==> src/rtl/spi_mnrch_burst_if.sv <==
// Bus bundle for the burst SPI monarch: host-side frame handshake plus the
// four SPI pins. The slave modport is the monarch's view; the master modport
// is the view of whatever sits around it (sensor logic and the SPI device).
interface spi_mnrch_burst_if #(
  parameter int WIDTH = 16
);

  logic             wrt;
  logic [WIDTH-1:0] wt_data;
  logic             hold;
  logic             MISO;
  logic             SS_n;
  logic             SCLK;
  logic             MOSI;
  logic             busy;
  logic             done;
  logic [WIDTH-1:0] rd_data;

  modport slave (
    input  wrt, wt_data, hold, MISO,
    output SS_n, SCLK, MOSI, busy, done, rd_data
  );

  modport master (
    output wrt, wt_data, hold, MISO,
    input  SS_n, SCLK, MOSI, busy, done, rd_data
  );

endinterface

==> src/rtl/spi_mnrch_burst.sv <==
// SPI monarch, mode 3 (SCLK idles high, MOSI changes on fall, MISO sampled on
// rise), with burst support: a frame issued with hold=1 leaves SS_n low so the
// next frame continues the same transaction (auto-increment register reads).
module spi_mnrch_burst #(
  parameter int WIDTH    = 16,
  parameter int SCLK_DIV = 32
) (
  input logic              clk,
  input logic              rst_n,
  spi_mnrch_burst_if.slave bus
);

  localparam int CW = $clog2(SCLK_DIV);
  localparam int BW = $clog2(WIDTH + 1);

  // Half an SCLK period; the phase counter wraps at SCLK_DIV so both SCLK
  // edges and both porches fall out of comparing against 0 and HALF.
  localparam logic [CW-1:0] HALF     = CW'(SCLK_DIV / 2);
  localparam logic [BW-1:0] LAST_BIT = BW'(WIDTH - 1);

  localparam logic [2:0] IDLE  = 3'd0;
  localparam logic [2:0] FRONT = 3'd1;
  localparam logic [2:0] SHIFT = 3'd2;
  localparam logic [2:0] BACK  = 3'd3;
  localparam logic [2:0] HOLD  = 3'd4;

  logic [2:0]       state;
  logic [CW-1:0]    cnt;
  logic [BW-1:0]    bit_cnt;
  logic [WIDTH-1:0] sreg;
  logic             sample;
  logic             hold_q;
  logic             ss_n_q;
  logic             sclk_q;
  logic             done_q;
  logic             busy_q;
  logic             start;
  logic [WIDTH-1:0] shifted;

  // A new frame is only accepted while nothing is on the wire; wrt during a
  // frame is dropped so it cannot disturb the data or the hold flag.
  assign start   = bus.wrt && ((state == IDLE) || (state == HOLD));
  assign shifted = {sreg[WIDTH-2:0], sample};

  // Free-running phase counter, realigned to zero at every frame start so
  // the latency from wrt is the same whether we came from IDLE or HOLD.
  always_ff @(posedge clk) begin
    if (!rst_n) begin
      cnt <= '0;
    end else if (start) begin
      cnt <= '0;
    end else begin
      cnt <= cnt + CW'(1);
    end
  end

  // Frame sequencing: porch, SCLK generation, bit counting, shifting, and
  // the choice between releasing SS_n or parking in HOLD.
  always_ff @(posedge clk) begin
    if (!rst_n) begin
      state   <= IDLE;
      bit_cnt <= '0;
      sreg    <= '0;
      sample  <= 1'b0;
      hold_q  <= 1'b0;
      ss_n_q  <= 1'b1;
      sclk_q  <= 1'b1;
      done_q  <= 1'b0;
      busy_q  <= 1'b0;
    end else if (start) begin
      state   <= FRONT;
      bit_cnt <= '0;
      sreg    <= bus.wt_data;
      hold_q  <= bus.hold;
      ss_n_q  <= 1'b0;
      sclk_q  <= 1'b1;
      done_q  <= 1'b0;
      busy_q  <= 1'b1;
    end else begin
      case (state)
        FRONT: begin
          if (cnt == HALF) begin
            state  <= SHIFT;
            sclk_q <= 1'b0;
          end
        end
        SHIFT: begin
          if (sclk_q && (cnt == HALF)) begin
            sclk_q <= 1'b0;
            sreg   <= shifted;
          end else if (!sclk_q && (cnt == '0)) begin
            sclk_q  <= 1'b1;
            sample  <= bus.MISO;
            bit_cnt <= bit_cnt + BW'(1);
            if (bit_cnt == LAST_BIT) begin
              state <= BACK;
            end
          end
        end
        BACK: begin
          if (cnt == HALF) begin
            sreg   <= shifted;
            done_q <= 1'b1;
            busy_q <= 1'b0;
            if (hold_q) begin
              state <= HOLD;
            end else begin
              state  <= IDLE;
              ss_n_q <= 1'b1;
            end
          end
        end
        IDLE, HOLD: begin
        end
        default: begin
          state <= IDLE;
        end
      endcase
    end
  end

  assign bus.SS_n    = ss_n_q;
  assign bus.SCLK    = sclk_q;
  assign bus.MOSI    = sreg[WIDTH-1];
  assign bus.busy    = busy_q;
  assign bus.done    = done_q;
  assign bus.rd_data = sreg;

endmodule

==> src/flat_wrapper.sv <==
// flat-port wrapper written by rule: the top's interface ports become plain ports
module spi_mnrch_burst_flat 
#(
  parameter int WIDTH    = 16,
  parameter int SCLK_DIV = 32
)
  (clk, rst_n, bus_wrt, bus_wt_data, bus_hold, bus_MISO, bus_SS_n, bus_SCLK, bus_MOSI, bus_busy, bus_done, bus_rd_data);
  spi_mnrch_burst_if #(.WIDTH(WIDTH)) bus_i ();
  input logic clk;
  input logic rst_n;
  input wire logic [$bits(bus_i.wrt)-1:0] bus_wrt;
  input wire logic [$bits(bus_i.wt_data)-1:0] bus_wt_data;
  input wire logic [$bits(bus_i.hold)-1:0] bus_hold;
  input wire logic [$bits(bus_i.MISO)-1:0] bus_MISO;
  output wire logic [$bits(bus_i.SS_n)-1:0] bus_SS_n;
  output wire logic [$bits(bus_i.SCLK)-1:0] bus_SCLK;
  output wire logic [$bits(bus_i.MOSI)-1:0] bus_MOSI;
  output wire logic [$bits(bus_i.busy)-1:0] bus_busy;
  output wire logic [$bits(bus_i.done)-1:0] bus_done;
  output wire logic [$bits(bus_i.rd_data)-1:0] bus_rd_data;
  assign bus_i.wrt = bus_wrt;
  assign bus_i.wt_data = bus_wt_data;
  assign bus_i.hold = bus_hold;
  assign bus_i.MISO = bus_MISO;
  assign bus_SS_n = bus_i.SS_n;
  assign bus_SCLK = bus_i.SCLK;
  assign bus_MOSI = bus_i.MOSI;
  assign bus_busy = bus_i.busy;
  assign bus_done = bus_i.done;
  assign bus_rd_data = bus_i.rd_data;
  spi_mnrch_burst #(.WIDTH(WIDTH), .SCLK_DIV(SCLK_DIV)) u_core (.clk(clk), .rst_n(rst_n), .bus(bus_i));
endmodule
==> config.mk <==
export PLATFORM = sky130hd
export DESIGN_NAME = spi_mnrch_burst_flat
export DESIGN_NICKNAME = d
export VERILOG_FILES = /design/src/rtl/spi_mnrch_burst_if.sv /design/src/rtl/spi_mnrch_burst.sv /design/src/flat_wrapper.sv
export SDC_FILE = /design/constraint.sdc
export NUM_CORES = 1
export LEC_CHECK = 0
export CORE_MARGIN = 5
export CORE_UTILIZATION = 50
export CTS_CLUSTER_DIAMETER = 100
export DETAILED_ROUTE_END_ITERATION = 6
export DONT_BUFFER_PORTS = 1
export PLACE_DENSITY = 0.73
export SETUP_SLACK_MARGIN = 0.3
export SLEW_MARGIN = 0
export SYNTH_ARGS = -nofsm -noshare
export SYNTH_HDL_FRONTEND = slang
export SYNTH_SLANG_ARGS = --single-unit
==> constraint.sdc <==
create_clock -name clk -period 2.7 [get_ports clk]
set_clock_uncertainty 0.2 [all_clocks]
set_input_delay 0.27 -clock clk [delete_from_list [all_inputs] [get_ports clk]]
set_output_delay 0.27 -clock clk [all_outputs]
set_load 0.01 [all_outputs]
==> impl_metrics.env, run 1 <==
export IMPL_dominant_combinational_cell_family_by_area_after_synthesis="simple AND/OR/NAND/NOR gates"
export IMPL_core_area_um2=3280
export IMPL_globalplace_congestion=0.780
export IMPL_initial_antenna_violation_count=0
export IMPL_drt_iter0_markers=108
export IMPL_tritoncts_num_buffers=5
export IMPL_cellPowerDensity_nw_per_um2=508
export IMPL_cts_root_buf="sky130_fd_sc_hd__clkbuf_4"
export IMPL_synth_enable_flop_cells=0
export IMPL_routed_via_density=6.06
export IMPL_seq_area_frac_synth_pct=41.9
export IMPL_ys_top_cells_by_count="35 x sky130_fd_sc_hd__dfxtp_1, 20 x sky130_fd_sc_hd__nor2_1, 18 x sky130_fd_sc_hd__a211oi_1, 18 x sky130_fd_sc_hd__o21ai_0, 15 x sky130_fd_sc_hd__nor4_1"
export IMPL_postSynthCellCount=193
export IMPL_remaining_drc_errors=0
export IMPL_crit_path_cells="inv_1, ha_1, nand4bb_1, buf_4, nor4_1, a211oi_1"
export IMPL_post_route_min_period_ns=2.03
export IMPL_timing_final_ws_setup_ns=0.668
export IMPL_worstSkewPairLatency_ns=0.35
export IMPL_die_area_um2=4600
export IMPL_drt_wl_total_um=4180
export IMPL_ff_latch_area_um2=701
export IMPL_grt_first_pass_wirelength_um=7150
export IMPL_floorplan_io_pins=42
export IMPL_timing_critical_path_fanout_max=11
export IMPL_cts_post_setup_buffers_inserted=0
export IMPL_synth_ff_type="sky130_fd_sc_hd__dfxtp_1"
export IMPL_detail_route_wl_per_cell_um=16.7
export IMPL_cts_tree="built"
export IMPL_dpl_instance_area_um2=1670
export IMPL_layout_drive_gt1_share_pct=7.32
export IMPL_finalHoldWorstSlack_ns=0.0149
export IMPL_die_w_um=67.8
export IMPL_setup_worst_path_class="reg -> reg"
export IMPL_dp_worst_setup_slack_ns=0.658
export IMPL_detailed_place_hpwl_um=2840
export IMPL_post_synth_top_count_cell="sky130_fd_sc_hd__dfxtp_1"
export IMPL_buffer_ports_inserted=0
export IMPL_postLayoutCellArea_um2=1900
export IMPL_rrSetupSlack_ns=0.67
export IMPL_cp_slowest_cell="sky130_fd_sc_hd__nand4bb_1"
export IMPL_max_clock_freq_mhz=492
export IMPL_synth_yosys_warnings=0
export IMPL_gr_total_overflow=0
export IMPL_synthesized_area_fraction_occupied_by_ao_oa_aoi_and_oai_cells_pct=20.1
export IMPL_routed_via_count=1522
export IMPL_number_of_synthesized_register_bits=35
export IMPL_first_global_vias=1479
export IMPL_synth_simple_area_share_pct=25.8
export IMPL_utilization_pct=57.9
export IMPL_critical_path_n_buffers_inverters=2
export IMPL_drt_first_pass_iters=5
export IMPL_synthTopCellsByArea="sky130_fd_sc_hd__dfxtp_1 42%, sky130_fd_sc_hd__a211oi_1 8.1%, sky130_fd_sc_hd__nor4_1 5.6%"
export IMPL_worstHoldPathType="in -> reg"
export IMPL_initial_utilization_pct=50.9
export IMPL_cts_htree_levels=2
export IMPL_finalSetupViolCount=0
export IMPL_synth_xor_xnor_area_share_pct=2.10
export IMPL_area_growth_pct=13.9
export IMPL_crit_path_end_kind="register"
export IMPL_n_fill_cell=292
export IMPL_timing_final_crit_share_pct=75.3
export IMPL_antenna_violating_nets_post_route=0
export IMPL_max_slew_margin_rel_pct=40.3
export IMPL_critical_path_top_delay_family="simple AND/OR/NAND/NOR gates"
export IMPL_totalNegativeSetupSlack_ns=0
export IMPL_synth_cell_types=38
export IMPL_critical_path_max_stage_delay_ns=0.37
export IMPL_synth_largest_area_cell="sky130_fd_sc_hd__dfxtp_1"
export IMPL_worst_tran_pin_value_ns=0.893
export IMPL_unrepaired_setup_endpoints_after_global_routing="false"
export IMPL_groute_usage_overall_pct=20.7
export IMPL_nNetsFinal=229
export IMPL_cap_viol_max_count=0
export IMPL_worst_ep_required_time_ns=2.71
export IMPL_synth_adder_area_share_pct=3.00
export IMPL_mappedNetlistNets=218
export IMPL_netlist_area_before_placement_um2=1670
export IMPL_timing_max_transition_violations_final=0
export IMPL_muxShareOfSynthArea_pct=1.20
export IMPL_peakVddDrop_v=0.000346
export IMPL_post_cts_resize_count=0
export IMPL_worst_setup_path_start_kind="register"
export IMPL_floorplan_die_height_um=67.8
export IMPL_clk_transition_reported_paths_ns=0.11
export IMPL_num_antenna_cells=0
export IMPL_clock_sinks=35
export IMPL_combined_area_of_the_multi_input_logic_cells_um2=872
export IMPL_worstPathArrival_ns=2.05
export IMPL_synth_top_area_share_pct=41.9
export IMPL_timing_hold_violations_final=0
export IMPL_cts_buffer_depth=2
export IMPL_row_count=21
export IMPL_outcome="completed"
export IMPL_postSynth_asyncResetShare_pct=0
export IMPL_syn_mean_instance_area_um2=8.65
export IMPL_grt_max_degree=25
export IMPL_p_leak_nw=0.634
[cell families after synthesis]
| logic type | after synthesis |
|---|---|
| and+or+nand+nor | 73 |
| muxes | 2 |
| DFF | 35 |
| adders and majority gates | 4 |
| buffers and inverters | 22 |
| AOI/OAI and AO/OA | 53 |
| xor gates and xnor gates | 4 |
[cell usage in the layout (no fill, tap or decap), types with 6 or more instances in the layout]
cell | netlist | layout
sky130_fd_sc_hd__dfxtp_1 | 35 | 35
sky130_fd_sc_hd__nor2_1 | 20 | 20
sky130_fd_sc_hd__o21ai_0 | 18 | 18
sky130_fd_sc_hd__a211oi_1 | 18 | 18
sky130_fd_sc_hd__dlygate4sd3_1 | 0 | 18
sky130_fd_sc_hd__nor4_1 | 15 | 15
sky130_fd_sc_hd__nand3_1 | 8 | 8
sky130_fd_sc_hd__a21oi_1 | 8 | 8
sky130_fd_sc_hd__inv_1 | 6 | 6
[through the flow]
stage	total power, mW	std cells
2_1_floorplan	0.654	193
3_3_place_gp	0.669	225
3_5_place_dp	0.675	225
4_1_cts	0.973	251
5_1_grt	1.02	251
6_report	0.967	251
[worst register-to-register path: cells and delay by family, from the launching register on]
family / cells / cell delay (ns)
adder cells (fa/ha/maj): 1 / 0.19
AO/OA/AOI/OAI: 1 / 0.09
flip-flops: 1 / 0.35
buffers and inverters: 2 / 0.38
AND/OR/NAND/NOR: 2 / 0.68
[sequential cells by signal, summed over array words and instances (netlist names)]
name and flops:
u_core.bit_cnt 5, u_core.state 3, u_core.cnt 5, u_core.bus.busy 1, u_core.bus.done 1, u_core.hold_q 1
u_core.bus.SS_n 1, u_core.sample 1, u_core.bus.SCLK 1, u_core.bus.rd_data 16
[final timing paths]
kind | from | endpoint | depth (start not counted)
worst min register to register | u_core.bit_cnt[4] | u_core.bit_cnt[4] | 2
worst max-delay path | u_core.cnt[0] | u_core.bus.rd_data[7] | 6
worst max register to register | u_core.cnt[0] | u_core.bus.rd_data[7] | 6
worst min-delay path | bus_wt_data[5] | u_core.bus.rd_data[5] | 2
[metal layers]
layer  GRT usage [%]  wire length, um
met1            25.2             1690
met2            33.9             2070
met3            7.15              346
met4            7.44               71
met5               0                0
[where the power goes]
group / internal (mW) / total, mW / switching, mW
combinational: 0.0484 / 0.105 / 0.0568
sequential: 0.543 / 0.582 / 0.0394
clock: 0.100 / 0.279 / 0.179
[area by class of cell]
type	count	area share [%]
Multi-Input combinational cell	136	45.9
Sequential cell	35	36.8
Inverter	6	1.18
Timing Repair Buffer	20	10.3
Tap cell	46	3.03
Clock inverter	2	0.658
Clock buffer	6	2.17
[what timing repair did]
action	4_1_cts	5_1_grt
setup endpoints to repair	0	0
hold buffers	18	0
endpoints found under the hold margin	23	0
(Power assumes the default switching activity.)
==> run 2, diff against run 1 <==
clock period = 2 ns   (was 2.7 ns; I/O delays follow)
==> impl_metrics.env, run 2 (synthesized netlist as in run 1, its figures left out) <==
export IMPL_outcome="finished with violations"
export IMPL_failed_checks="hold timing"
export IMPL_cts_tree="built"
export IMPL_setup_worst_path_class="reg -> reg"
export IMPL_timing_max_transition_violations_final=0
export IMPL_floorplan_io_pins=42
export IMPL_die_area_um2=4600
export IMPL_worst_ep_required_time_ns=2.02
export IMPL_buffer_ports_inserted=0
export IMPL_worstHoldPathType="in -> reg"
export IMPL_remaining_drc_errors=0
export IMPL_max_slew_margin_rel_pct=43.9
export IMPL_cts_buffer_depth=2
export IMPL_initial_utilization_pct=50.9
export IMPL_totalNegativeSetupSlack_ns=0
export IMPL_finalSetupViolCount=0
export IMPL_cp_slowest_cell="sky130_fd_sc_hd__nor4_1"
export IMPL_cts_hold_buf=4
export IMPL_postLayoutCellArea_um2=2120
export IMPL_nNetsFinal=232
export IMPL_largest_register_ff_count=16
export IMPL_global_route_usage_met2_pct=35.2
export IMPL_detailed_place_hpwl_um=2940
export IMPL_die_w_um=67.8
export IMPL_critical_path_top_delay_family="simple AND/OR/NAND/NOR gates"
export IMPL_initial_antenna_violation_count=0
export IMPL_post_route_min_period_ns=1.82
export IMPL_groute_usage_overall_pct=21.5
export IMPL_power_total_mw=1.50
export IMPL_critical_path_n_buffers_inverters=3
export IMPL_critical_path_max_stage_delay_ns=0.35
export IMPL_area_growth_pct=27.0
export IMPL_worstPathArrival_ns=1.84
export IMPL_crit_path_cells="inv_2, ha_4, buf_4, nand4bb_2, buf_6, nor4_1, a211oi_1"
export IMPL_floorplan_die_height_um=67.8
export IMPL_routed_via_count=1565
export IMPL_drt_wl_total_um=4700
export IMPL_gr_usage_met1_pct=25.9
export IMPL_first_global_vias=1532
export IMPL_detail_route_wl_per_cell_um=18.5
export IMPL_layout_drive_gt1_share_pct=31.3
export IMPL_worstSkewPairLatency_ns=0.35
export IMPL_p_leak_nw=0.704
export IMPL_groute_layer_met3_usage_pct=5.66
export IMPL_worst_tran_pin_value_ns=0.840
export IMPL_antenna_violating_nets_post_route=0
export IMPL_max_clock_freq_mhz=550
export IMPL_tritoncts_num_buffers=5
export IMPL_num_antenna_cells=0
export IMPL_drt_first_pass_iters=4
export IMPL_clock_sinks=35
export IMPL_cellPowerDensity_nw_per_um2=706
export IMPL_mostFrequentLayoutCell="sky130_fd_sc_hd__dfxtp_1"
export IMPL_drt_iter0_markers=100
export IMPL_timing_hold_violations_final=21
export IMPL_cts_htree_levels=2
export IMPL_dpl_instance_area_um2=1740
export IMPL_peakVddDrop_v=0.000482
export IMPL_grt_first_pass_wirelength_um=7260
export IMPL_crit_path_end_kind="register"
export IMPL_top_usage_layer="met2"
export IMPL_globalplace_congestion=0.928
export IMPL_cap_viol_max_count=0
export IMPL_gr_total_overflow=0
export IMPL_routed_via_density=6.16
export IMPL_finalHoldWorstSlack_ns=-0.250
export IMPL_cts_root_buf="sky130_fd_sc_hd__clkbuf_4"
export IMPL_most_used_cells_in_the_layout_excluding_fill_and_tap_cells="29 x sky130_fd_sc_hd__dfxtp_1, 19 x sky130_fd_sc_hd__nor2_1, 14 x sky130_fd_sc_hd__a211oi_1, 14 x sky130_fd_sc_hd__o21ai_0, 14 x sky130_fd_sc_hd__buf_4"
export IMPL_row_count=21
export IMPL_clk_transition_reported_paths_ns=0.11
export IMPL_unrepaired_setup_endpoints_after_global_routing="true"
export IMPL_timing_final_crit_share_pct=90.8
export IMPL_grt_max_degree=23
export IMPL_worst_setup_path_start_kind="register"
export IMPL_core_area_um2=3280
export IMPL_timing_critical_path_fanout_max=9
run 2: cell type report:
| class | instances | area [um2] |
|---|---|---|
| clock inverters | 2 | 35.0 |
| clock buffers | 6 | 51.3 |
| inverters | 6 | 22.5 |
| well taps | 46 | 57.6 |
| multi-input cells | 136 | 1040 |
| fillers | 279 | 1160 |
| flip-flops and latches | 35 | 716 |
| repair buffers | 23 | 201 |
run 2: stage by stage:
stage / instances / hold slack (ns) / setup slack, ns / util, %
after global placement: 233 / 0.0885 / 0.218 / 52.8
final: 254 / -0.250 / 0.183 / 64.6
after CTS: 253 / -0.262 / 0.196 / 60.1
after global routing: 254 / -0.274 / 0.135 / 64.6
after detailed placement: 233 / 0.106 / 0.121 / 52.8
after floorplan: 193 / 0.136 / 0.257 / -
run 2: repair_timing:
item / CTS / global route
setup buffers: 8 / 1
resized for setup: 16 / 30
endpoints found under the setup margin: 18 / 26
endpoints found under the hold margin: 27 / 20
pin swaps: 4 / 2
run 2: routing by layer:
| layer | part of all wire, % | wire length [um] |
|---|---|---|
| met1 | 42 | 1960 |
| met2 | 50 | 2370 |
| met3 | 6.3 | 296 |
| met4 | 1.6 | 77 |
| met5 | 0 | 0 |
run 2: worst paths after layout:
path / from / to / slack [ns] / cells after the start
min: rst_n / u_core.bus.SCLK / -0.25 / 1
max reg2reg: u_core.cnt[0] / u_core.bus.rd_data[1] / 0.18 / 7
min reg2reg: u_core.hold_q / u_core.hold_q / 0.28 / 2
max: u_core.cnt[0] / u_core.bus.rd_data[1] / 0.18 / 7
run 2: where the power goes:
part	internal (mW)	switching (mW)	leakage [nW]
clock network	0.295	0.248	0.0482
registers	0.730	0.0538	0.289
logic	0.0818	0.0896	0.366
total	1.11	0.391	0.704
==> run 3, diff against run 2 <==
CTS_BUF_LIST = sky130_fd_sc_hd__clkbuf_16   (was default)
MAX_ROUTING_LAYER = met4   (was default)
clock period = 2.2 ns   (was 2 ns; I/O delays follow)
==> impl_metrics.env, run 3 (synthesized netlist as in run 1, its figures left out) <==
export IMPL_pwr_share_seq_pct=43.7
export IMPL_crit_reg2reg_capture="u_core.bit_cnt[0]"
export IMPL_tritoncts_num_buffers=5
export IMPL_worstHoldEndpoint="u_core.bus.rd_data[15]"
export IMPL_worst_setup_path_start_kind="register"
export IMPL_internal_power_mw=1.26
export IMPL_globalplace_congestion=0.911
export IMPL_antenna_violating_nets_post_route=0
export IMPL_worst_tran_pin_value_ns=0.595
export IMPL_cts_tree="built"
export IMPL_floorplan_io_pins=42
export IMPL_drt_wl_total_um=4280
export IMPL_initial_antenna_violation_count=0
export IMPL_drt_first_pass_iters=4
export IMPL_finalHoldWorstSlack_ns=-0.00102
export IMPL_routed_via_density=6.31
export IMPL_total_switching_power_mw=0.378
export IMPL_area_growth_pct=19.9
export IMPL_min_path_cells=2
export IMPL_grt_first_pass_wirelength_um=7420
export IMPL_worst_r2r_cell_count=5
export IMPL_drt_iter0_markers=76
export IMPL_cellPowerDensity_nw_per_um2=817
export IMPL_core_area_um2=3280
export IMPL_nNetsFinal=228
export IMPL_cts_htree_levels=2
export IMPL_initial_utilization_pct=50.9
export IMPL_routed_via_count=1577
export IMPL_post_route_min_period_ns=1.90
export IMPL_max_slew_margin_rel_pct=60.2
export IMPL_row_count=21
export IMPL_crit_path_end_kind="register"
export IMPL_die_area_um2=4600
export IMPL_timing_final_crit_share_pct=86.2
export IMPL_worstSkewPairLatency_ns=0.28
export IMPL_peakVddDrop_v=0.000552
export IMPL_power_frac_comb_pct=8.2
export IMPL_totalNegativeSetupSlack_ns=0
export IMPL_pwr_share_clk_pct=48.1
export IMPL_cts_buffer_depth=2
export IMPL_num_antenna_cells=0
export IMPL_outcome="finished with violations"
export IMPL_timing_critical_path_fanout_max=4
export IMPL_remaining_drc_errors=0
export IMPL_setup_worst_path_class="reg -> reg"
export IMPL_mostFrequentLayoutCell="sky130_fd_sc_hd__dfxtp_1"
export IMPL_largest_register_ff_count=16
export IMPL_timing_max_transition_violations_final=0
export IMPL_p_leak_nw=0.685
export IMPL_utilization_pct=61.0
export IMPL_clk_transition_reported_paths_ns=0.05
export IMPL_worstPathArrival_ns=1.91
export IMPL_floorplan_die_height_um=67.8
export IMPL_rrSetupSlack_ns=0.30
export IMPL_finalSetupViolCount=0
export IMPL_n_fill_cell=267
export IMPL_worstHoldPathType="in -> reg"
export IMPL_buffer_ports_inserted=0
export IMPL_groute_usage_overall_pct=22.1
export IMPL_gr_total_overflow=0
export IMPL_max_clock_freq_mhz=527
export IMPL_first_global_vias=1658
export IMPL_cts_root_buf="sky130_fd_sc_hd__clkbuf_16"
export IMPL_worst_min_path_start="bus_wt_data[15]"
export IMPL_clock_sinks=35
export IMPL_timing_hold_violations_final=1
export IMPL_timing_rr_start="u_core.cnt[0]"
export IMPL_power_switching_share_pct=23.1
export IMPL_unrepaired_setup_endpoints_after_global_routing="true"
export IMPL_failed_checks="hold timing"
export IMPL_worst_ep_required_time_ns=2.21
export IMPL_detailed_place_hpwl_um=2950
export IMPL_grt_max_degree=25
export IMPL_detail_route_wl_per_cell_um=17.1
export IMPL_power_total_mw=1.64
export IMPL_most_used_cells_in_the_layout_excluding_fill_and_tap_cells="33 x sky130_fd_sc_hd__dfxtp_1, 19 x sky130_fd_sc_hd__nor2_1, 18 x sky130_fd_sc_hd__o21ai_0, 18 x sky130_fd_sc_hd__a211oi_1, 15 x sky130_fd_sc_hd__nor4_1"
export IMPL_layout_drive_gt1_share_pct=12.3
export IMPL_die_w_um=67.8
export IMPL_cap_viol_max_count=0
[run 3: cell count changes in the layout (fill, tap and decap cells not counted), moves of 7 or more]
cell,change
sky130_fd_sc_hd__dlygate4sd3_1,+8
sky130_fd_sc_hd__buf_4,-7
sky130_fd_sc_hd__nor4_1,+9
sky130_fd_sc_hd__nor4_2,-8
[run 3: layout make-up]
type / instances / area [um2] / area share, %
multi-input combinational: 136 / 883 / 44.1
inverter: 6 / 22.5 / 1.12
sequential: 35 / 703 / 35.1
clock buffer: 5 / 125 / 6.25
clock inverter: 3 / 38.8 / 1.94
tap: 46 / 57.6 / 2.87
timing repair buffer: 19 / 173 / 8.62
[run 3: worst max path at each step]
stage	from	to	slack (ns)	cells after the start
global route	u_core.cnt[0]	u_core.bit_cnt[0]	0.21	5
floorplan	u_core.cnt[0]	u_core.bit_cnt[0]	0.40	5
finish	u_core.cnt[0]	u_core.bit_cnt[0]	0.30	5
global placement	u_core.state[0]	u_core.cnt[2]	0.34	3
CTS	u_core.cnt[0]	u_core.bit_cnt[0]	0.30	5
detailed placement	u_core.state[0]	u_core.bit_cnt[4]	0.22	3
[run 3: power by group through the flow]
| stage | sequential [mW] | combinational, mW | clock (mW) |
|---|---|---|---|
| 2_1_floorplan | 0.713 | 0.0902 | 0 |
| 3_3_place_gp | 0.726 | 0.0975 | 0 |
| 3_5_place_dp | 0.728 | 0.103 | 0 |
| 6_report | 0.715 | 0.133 | 0.788 |
| 4_1_cts | 0.715 | 0.131 | 0.796 |
| 5_1_grt | 0.721 | 0.148 | 0.833 |
[run 3: repair_timing]
action                                  CTS  global route
hold endpoints to repair                 22             0
endpoints found under the setup margin   11             8
hold buffers                             12             0
resized for setup                         3             3
buffers inserted                          1             0
[run 3: worst max-delay path, stage by stage (launching register included)]
cell	delay [ns]
sky130_fd_sc_hd__dfxtp_1	0.33
sky130_fd_sc_hd__inv_1	0.07
sky130_fd_sc_hd__ha_1	0.18
sky130_fd_sc_hd__or3b_4	0.41
sky130_fd_sc_hd__or4_1	0.49
sky130_fd_sc_hd__a21oi_2	0.14
[run 3: per-stage QoR]
step                cells  cell area (um2)  setup WS [ns]
global route          250             2000          0.211
detailed placement    229             1700          0.218
finish                250             2000          0.303
floorplan             193             1670          0.399
CTS                   250             2000          0.304
global placement      229             1700          0.340
[run 3: metal layers]
metal | share of wire (%) | vias up | track usage, %
met5 | 0 | - | -
met4 | 2.4 | 0 | 11.4
met3 | 8.4 | 11 | 7.32
met2 | 50 | 85 | 35.8
met1 | 39 | 742 | 24.0
li1 | - | 739 | -
